===== src/rtl/lut_loader.sv =====
// Streams SD-reader bytes into double-buffered H/V stripe LUTs, verifies an optional
// modulo-256 checksum, and publishes the new bank only on a vsync rising edge.
module lut_loader #(
  parameter int H_LEN    = 720,
  parameter int V_LEN    = 1280,
  parameter int CHECK_EN = 1
) (
  input  logic        clk10,
  input  logic        rst,
  input  logic        start,
  input  logic        in_valid,
  input  logic [7:0]  in_byte,
  input  logic        in_eof,
  input  logic        vsync_s,
  output logic        wr_en,
  output logic        wr_sel,
  output logic        wr_bank,
  output logic [10:0] wr_addr,
  output logic [7:0]  wr_data,
  output logic        rd_bank,
  output logic        lut_rdy,
  output logic        busy,
  output logic        err,
  output logic [1:0]  err_code
);

  localparam logic [2:0] S_IDLE    = 3'd0;
  localparam logic [2:0] S_LOAD_H  = 3'd1;
  localparam logic [2:0] S_LOAD_V  = 3'd2;
  localparam logic [2:0] S_LOAD_CK = 3'd3;
  localparam logic [2:0] S_PEND    = 3'd4;
  localparam logic [2:0] S_ERR     = 3'd5;

  localparam logic [10:0] H_LAST = 11'(H_LEN - 1);
  localparam logic [10:0] V_LAST = 11'(V_LEN - 1);

  logic [2:0]  state, state_n;
  logic [10:0] count, count_n;
  logic [7:0]  sum, sum_n;
  logic        vsync_q;
  logic        vsync_rise;
  logic        swap;
  logic        err_n;
  logic [1:0]  code_n;
  logic        wr_en_n, wr_sel_n;
  logic [10:0] wr_addr_n;
  logic [7:0]  wr_data_n;

  assign vsync_rise = vsync_s & ~vsync_q;
  assign wr_bank    = ~rd_bank;
  assign busy       = (state == S_LOAD_H) || (state == S_LOAD_V) ||
                      (state == S_LOAD_CK) || (state == S_PEND);

  always_comb begin
    state_n   = state;
    count_n   = count;
    sum_n     = sum;
    err_n     = err;
    code_n    = err_code;
    wr_en_n   = 1'b0;
    wr_sel_n  = wr_sel;
    wr_addr_n = wr_addr;
    wr_data_n = wr_data;
    swap      = 1'b0;

    if (start) begin
      state_n = S_LOAD_H;
      count_n = '0;
      sum_n   = '0;
      err_n   = 1'b0;
      code_n  = 2'b00;
    end else begin
      case (state)
        S_LOAD_H, S_LOAD_V: begin
          if (in_valid) begin
            wr_en_n   = 1'b1;
            wr_sel_n  = (state == S_LOAD_V);
            wr_addr_n = count;
            wr_data_n = in_byte;
            sum_n     = sum + in_byte;
            count_n   = count + 11'd1;
            if (state == S_LOAD_H && count == H_LAST) begin
              state_n = S_LOAD_V;
              count_n = '0;
            end else if (state == S_LOAD_V && count == V_LAST) begin
              state_n = (CHECK_EN != 0) ? S_LOAD_CK : S_PEND;
              count_n = '0;
            end
          end
        end
        S_LOAD_CK: begin
          if (in_valid) begin
            if (in_byte == sum) begin
              state_n = S_PEND;
            end else begin
              state_n = S_ERR;
              err_n   = 1'b1;
              code_n  = 2'b11;
            end
          end
        end
        S_PEND: begin
          // Any extra byte means the file was longer than expected, so never publish it.
          if (in_valid) begin
            state_n = S_ERR;
            err_n   = 1'b1;
            code_n  = 2'b10;
          end else if (vsync_rise) begin
            swap    = 1'b1;
            state_n = S_IDLE;
          end
        end
        default: ;
      endcase

      // End-of-file is judged after this cycle's byte has been consumed.
      if (in_eof && (state_n == S_LOAD_H || state_n == S_LOAD_V || state_n == S_LOAD_CK)) begin
        state_n = S_ERR;
        err_n   = 1'b1;
        code_n  = 2'b01;
      end
    end
  end

  always_ff @(posedge clk10) begin
    if (rst) begin
      state    <= S_IDLE;
      count    <= '0;
      sum      <= '0;
      vsync_q  <= 1'b0;
      rd_bank  <= 1'b0;
      lut_rdy  <= 1'b0;
      err      <= 1'b0;
      err_code <= 2'b00;
      wr_en    <= 1'b0;
      wr_sel   <= 1'b0;
      wr_addr  <= '0;
      wr_data  <= '0;
    end else begin
      state    <= state_n;
      count    <= count_n;
      sum      <= sum_n;
      vsync_q  <= vsync_s;
      rd_bank  <= rd_bank ^ swap;
      lut_rdy  <= lut_rdy | swap;
      err      <= err_n;
      err_code <= code_n;
      wr_en    <= wr_en_n;
      wr_sel   <= wr_sel_n;
      wr_addr  <= wr_addr_n;
      wr_data  <= wr_data_n;
    end
  end

endmodule


===== config.mk =====
export PLATFORM = sky130hd
export DESIGN_NAME = lut_loader
export DESIGN_NICKNAME = d
export VERILOG_FILES = /design/src/rtl/lut_loader.sv
export SDC_FILE = /design/constraint.sdc
export NUM_CORES = 1
export LEC_CHECK = 0
export BUFFER_PORTS_ARGS = -buffer_cell sky130_fd_sc_hd__buf_2
export CORE_ASPECT_RATIO = 1.25
export CORE_MARGIN = 2
export CORE_UTILIZATION = 55
export CTS_CLUSTER_DIAMETER = 40
export DETAILED_ROUTE_END_ITERATION = 8
export PLACE_DENSITY_LB_ADDON = 0.2
export SLEW_MARGIN = 0
export SYNTH_ARGS = -nofsm -noshare
export SYNTH_HDL_FRONTEND = slang
export SYNTH_SLANG_ARGS = --single-unit

===== constraint.sdc =====
create_clock -name clk10 -period 2.39 [get_ports clk10]
set_clock_uncertainty 0.2 [all_clocks]
set_input_delay 0.239 -clock clk10 [delete_from_list [all_inputs] [get_ports clk10]]
set_output_delay 0.239 -clock clk10 [all_outputs]
set_load 0.1 [all_outputs]

==> results of run 1 <==
-- repair_timing --
item,CTS,global route
hold buffers,8,0
gates resized for setup,0,2
endpoints found under the setup margin,0,1
endpoints found under the hold margin,8,0
-- flip-flops by register name, summed over array words and instances, names as in the netlist, 2 cells and up --
name      flops
err_code      2
state         3
sum           8
wr_data       8
count        11
wr_addr      11
-- where the power goes --
group          internal (uW)  switching, uW
clock network            421            286
logic                   69.8            153
registers                830           12.4
-- cells in the mapped netlist, types with 2 or more instances --
master,n,area (sq um)
nand2_1,60,225.2
dfxtp_1,49,980.9
a21oi_1,39,195.2
nor2_1,24,90.09
inv_1,10,37.54
nand3_1,9,45.04
ha_1,8,100.1
nor3_1,8,40.04
o21ai_0,8,40.04
xor2_1,8,70.07
clkbuf_1,7,26.28
xnor2_1,7,61.31
buf_2,6,30.03
nand4_1,5,31.28
nor2b_1,4,25.02
or3_1,4,25.02
nor4_1,3,18.77
a32o_1,2,20.02
nand4b_1,2,17.52
nor3b_1,2,15.01
o21ai_2,2,17.52
-- final timing paths --
check | from | endpoint | slack, ps | cells past startpoint
hold reg to reg | lut_rdy$_SDFF_PP0_ | lut_rdy$_SDFF_PP0_ | 250 | 2
setup / recovery | sum[2]$_SDFFE_PP0P_ | err_code[1]$_SDFFE_PP0P_ | 100 | 7
hold / removal | in_eof | state[2]$_SDFF_PP0_ | 10 | 3
setup reg to reg | sum[2]$_SDFFE_PP0P_ | err_code[1]$_SDFFE_PP0P_ | 100 | 7
-- metrics by stage --
step                      std cells  hold WS (ps)  setup WS [ps]
after floorplan                 288         167.2          64.04
after global placement          379         233.0          137.8
after detailed placement        379         235.6          86.82
after CTS                       395         3.704          72.05
after global routing            395         20.50          17.28
final                           395         14.80          103.9
-- logic make-up (layout without fill, tap and decap cells) --
kind of cell,Yosys count,after routing,synth area share [%]
flops,49,49,42.79
compound gates,59,59,14.74
simple gates,132,132,27.08
fa+ha+maj,9,9,5.240
xor+xnor,15,15,5.732
buf+inv,24,75,4.422
-- layout make-up --
type / count / share of cell area (%)
clock inverters: 3 / 2.467
repair buffers: 57 / 12.38
multi-input cells: 215 / 43.65
clock buffers: 5 / 2.467
well taps: 56 / 2.512
inverters: 10 / 1.346
flip-flops and latches: 49 / 35.17
-- worst max-delay path: stages, from the launching register on --
cell,delay [ps]
dfxtp_1,330
ha_1,340
nor4_1,270
nand3_1,180
a32o_1,250
a211o_1,330
o21ai_2,160
o211a_1,170
-- layer usage --
layer	share of wire, %	global-route usage [%]
met2	51	38.21
met5	0	0
met4	2.8	9.787
met1	40	29.70
met3	6.0	5.433
==> results.toml, run 1 <==
[cts]
cts_tree = "done"
cts_max_level = 2
clockBufferDepth = 2
clock-sinks = 49
numCtsBuffers = 5
clk_pin_slew_worst_paths_ps = 90
root_buffer = "clkbuf_8"
clock_latency_ps = 310
cts_setup_buffers = 0

[sta]
hold_viol = 0
fin_crit_ps = 2286
max_slew_margin_pct = 67.75
finalSetupViolCount = 0
fin_setup_tns_ps = 0
tightest_slew_ps = 487.1
grt_setup_unrepaired = "false"
fmax_mhz = 437.4
finalCritPeriodShare_pct = 95.65
slew_viol_final = 0

[cells_and_area]
fillers = 379
final_area_sq_um = 2789
multi_input_area_sq_um = 1217
most-common-layout-cells = "60 x nand2_1, 49 x dfxtp_1, 41 x buf_2, 39 x a21oi_1, 24 x nor2_1"
drive_above_1_share_pct = 19.76
finalNetCount = 361
final_common_cell = "nand2_1"
fin_util_pct = 69.14
diodes = 0
area_growth_pct = 21.67
regArea_sq_um = 980.9

[detailed_routing]
drt_first_pass_iters = 4
via_count = 2172
wire_per_inst_um = 12.84
drc = 0
avgViaCountPerCell = 5.499
ant_nets = 0
drtIter0Drc = 89
drt-total-wl_um = 5070

[synthesis]
syn_nets = 311
synth_edf_count = 0
syn_area_per_cell_sq_um = 7.959
synthCells = 288
yosys_warnings = 0
ys_types = 42
syn_area_sq_um = 2292
synth_seq_area_share_pct = 42.79
ys_seq_elements = 49
async_flop_share_pct = 0
synth_ff_type = "dfxtp_1"

[power_and_ir_drop]
p_per_area_nw_per_um2 = 635.5
power.total_uw = 1772
p_leak_uw = 0.001117
ir_drop_v = 0.0004137

[global_routing]
grt_util_all_layers_pct = 23.77
grt_overflow_total = 0
grt_pass1_wl_um = 8611
grt_pass1_vias = 1976
antenna_found_initial = 0
grt_max_degree = 26

[die]
top_level_ports = 42
die_width_um = 61.74
die_h_um = 76.18
start_util_pct = 56.82
core_area_sq_um = 4034
die_area_sq_um = 4703
row_count = 26

[outcome]
outcome = "complete, no violations"

[placed_design]
place_area_sq_um = 2571
dp_hpwl_um = 3619
io_buffers = 41
gp_congestion = 0.8691

[critical_path]
start_kind = "flip-flop"
critPathMaxFanout = 5
cp-end-kind = "flip-flop"
crit_arrival_ps = 2340
crit_type = "flip-flop to flip-flop"
required_ps = 2450

[hold_path]
hp-class = "primary input to flip-flop"

[run]
max-cap-violations = 0
No activity file was read; power rests on OpenSTA's default activity.
==> run 2: changes to the inputs <==
Settings changed: ABC_AREA set to 1.
==> run 2 against run 1 <==
Against the previous run: non-clock buffer count decreased by 7; synthesized area grew 5.5%; first-iteration DRC count grew 94%; via count is 4.1% higher; critical path depth is 7 higher; final area increased by 3.0%; largest cell class unchanged.
==> results.toml, run 2 <==
[cells_and_area]
final_common_cell = "nand2_1"
final_area_sq_um = 2872
drive_above_1_share_pct = 21.96
most-common-layout-cells = "52 x nand2_1, 49 x dfxtp_1, 45 x nor2_1, 41 x buf_2, 36 x inv_1"
finalNetCount = 400
top_regs = "count (11), wr_addr (11)"
area_growth_pct = 18.79
diodes = 0

[detailed_routing]
avgViaCountPerCell = 5.210
drt_first_pass_iters = 4
via_count = 2261
drc = 0
drt-total-wl_um = 5616
wire_per_inst_um = 12.94
drtIter0Drc = 173
ant_nets = 0

[power_and_ir_drop]
power.internal_uw = 1382
ir_drop_v = 0.0005262
pwr-share-clk_pct = 28.2
power.total_uw = 2285
pwr-share-seq_pct = 39.6
p_per_area_nw_per_um2 = 795.6
switching_share_pct = 39.53
combPwrFrac_pct = 32.1
p_leak_uw = 0.001372
power.switching_uw = 903.0

[sta]
timing.hold.ws_ps = 9.422
max_slew_margin_pct = 67.26
slew_viol_final = 0
tightest_slew_ps = 486.6
setup_slack_ps = 111.9
hold_viol = 0
finalCritPeriodShare_pct = 95.32
fin_setup_tns_ps = 0
fin_crit_ps = 2278
finalSetupViolCount = 0
fmax_mhz = 439.0

[global_routing]
grt_util_all_layers_pct = 24.29
grt_pass1_wl_um = 9584
antenna_found_initial = 0
grt_pass1_vias = 2194
grt_max_degree = 32
grt_overflow_total = 0

[synthesis]
yosys_warnings = 0
async_flop_share_pct = 0
synth_seq_area_share_pct = 40.58
synth.area.top_cells = "dfxtp_1 41%, nand2_1 8.1%, nor2_1 7.1%"
netlist_top_cells_count = "52 x nand2_1, 49 x dfxtp_1, 46 x nor2_1, 37 x inv_1, 32 x a21oi_1"
ys_types = 38
synth_compound_area_share_pct = 18.06
yosysMostFrequentCell = "nand2_1"
syn_area_sq_um = 2417
synthCells = 328
synth_ff_type = "dfxtp_1"
synth_top_cell_by_area = "dfxtp_1"
synthXorXnorAreaFrac_pct = 2.899
synth_top_family_by_area = "simple AND/OR/NAND/NOR gates"
syn_area_per_cell_sq_um = 7.370
syn_nets = 351
yosys.area_share.adder_pct = 4.969
ys_seq_elements = 49
synth_top_area_share_pct = 40.58
yosys.area_share.simple_pct = 24.48
synthMuxAreaShare_pct = 0
synth_edf_count = 0

[placed_design]
place_area_sq_um = 2673
gp_congestion = 0.8891
io_buffers = 41
dp_hpwl_um = 4095
dp_slack_ps = 288.4

[critical_path]
start_kind = "primary input"
critPathMaxFanout = 2
cp-end-kind = "flip-flop"
required_ps = 2400
crit_type = "primary input to flip-flop"
crit_arrival_ps = 2290

[cts]
clock-sinks = 49
numCtsBuffers = 5
clockBufferDepth = 2
clock_latency_ps = 310
root_buffer = "clkbuf_8"
cts_max_level = 2
cts_tree = "done"
clk_pin_slew_worst_paths_ps = 90

[die]
core_area_sq_um = 4164
start_util_pct = 58.05
die_h_um = 78.12
top_level_ports = 42
die_width_um = 63.30
row_count = 26
die_area_sq_um = 4945

[run]
max-cap-violations = 0

[hold_path]
hp-class = "primary input to flip-flop"

[outcome]
outcome = "complete, no violations"
==> run 2: cell count changes after synthesis, sizes merged, moves of 5 or more <==
cell	before	now
a21oi	39	34
o21ai	10	38
nor2	25	52
clkbuf	7	2
inv	10	45
xnor2	7	2
==> run 2: final cells by class <==
type | count | area, sq um
Fill cell | 390 | 1292
Multi-Input combinational cell | 225 | 1236
Sequential cell | 49 | 980.9
Timing Repair Buffer | 50 | 285.3
Inverter | 46 | 175.2
Clock buffer | 6 | 82.58
Tap cell | 56 | 70.07
Clock inverter | 2 | 41.29
==> run 2: power by group through the flow <==
stage	sequential (uW)	clock, uW	combinational [uW]
4_1_cts	905	652	730
6_report	906	645	734
2_1_floorplan	1190	0	336
3_5_place_dp	923	0	719
3_3_place_gp	922	0	711
5_1_grt	913	676	791
==> run 2: per-stage QoR <==
stage	util, %	cells
floorplan	-	328
global placement	64.18	420
detailed placement	64.18	420
CTS	68.12	432
global route	68.96	434
finish	68.96	434
==> run 2: metal layers <==
| metal | up-vias | global-route usage [%] | share of wire [%] |
|---|---|---|---|
| li1 | 1165 | - | - |
| met1 | 1047 | 29.30 | 43 |
| met2 | 41 | 43.40 | 53 |
| met3 | 8 | 4.298 | 2.8 |
| met4 | 0 | 8.261 | 1.5 |
| met5 | - | 0 | 0 |
==> run 2: cells by family (layout without fill, tap and decap cells) <==
kind of cell	after synthesis	count (layout)
simple gates	128	128
compound gates	80	80
buf+inv	54	104
flops	49	49
fa+ha+maj	9	9
xor+xnor	8	8
==> run 2: path summary, 6_finish.rpt <==
kind / from / slack [ps] / end / depth (start not counted)
setup / recovery: in_byte[0] / 110 / sum[6]$_SDFFE_PP0P_ / 14
setup reg to reg: count[0]$_SDFFE_PP0P_ / 310 / count[9]$_SDFFE_PP0P_ / 10
hold reg to reg: count[7]$_SDFFE_PP0P_ / 290 / wr_addr[7]$_SDFFE_PP0P_ / 2
hold / removal: in_byte[3] / 9 / wr_data[3]$_SDFFE_PP0P_ / 3
==> run 2: critical path, stage by stage <==
cell	delay, ps
dlygate4sd3_1	520
buf_2	110
ha_1	160
inv_1	50
fa_1	410
nor2_1	120
o21ai_1	80
nand2_1	70
nand2_1	70
nand2_1	70
a21oi_1	70
xnor2_1	120
o21ai_0	140
inv_1	50
==> run 2: timing repair <==
item	4_1_cts	5_1_grt
buffers inserted	0	1
hold endpoints to repair	4	1
gates resized for setup	0	5
setup endpoints to repair	0	7
hold buffers	4	1
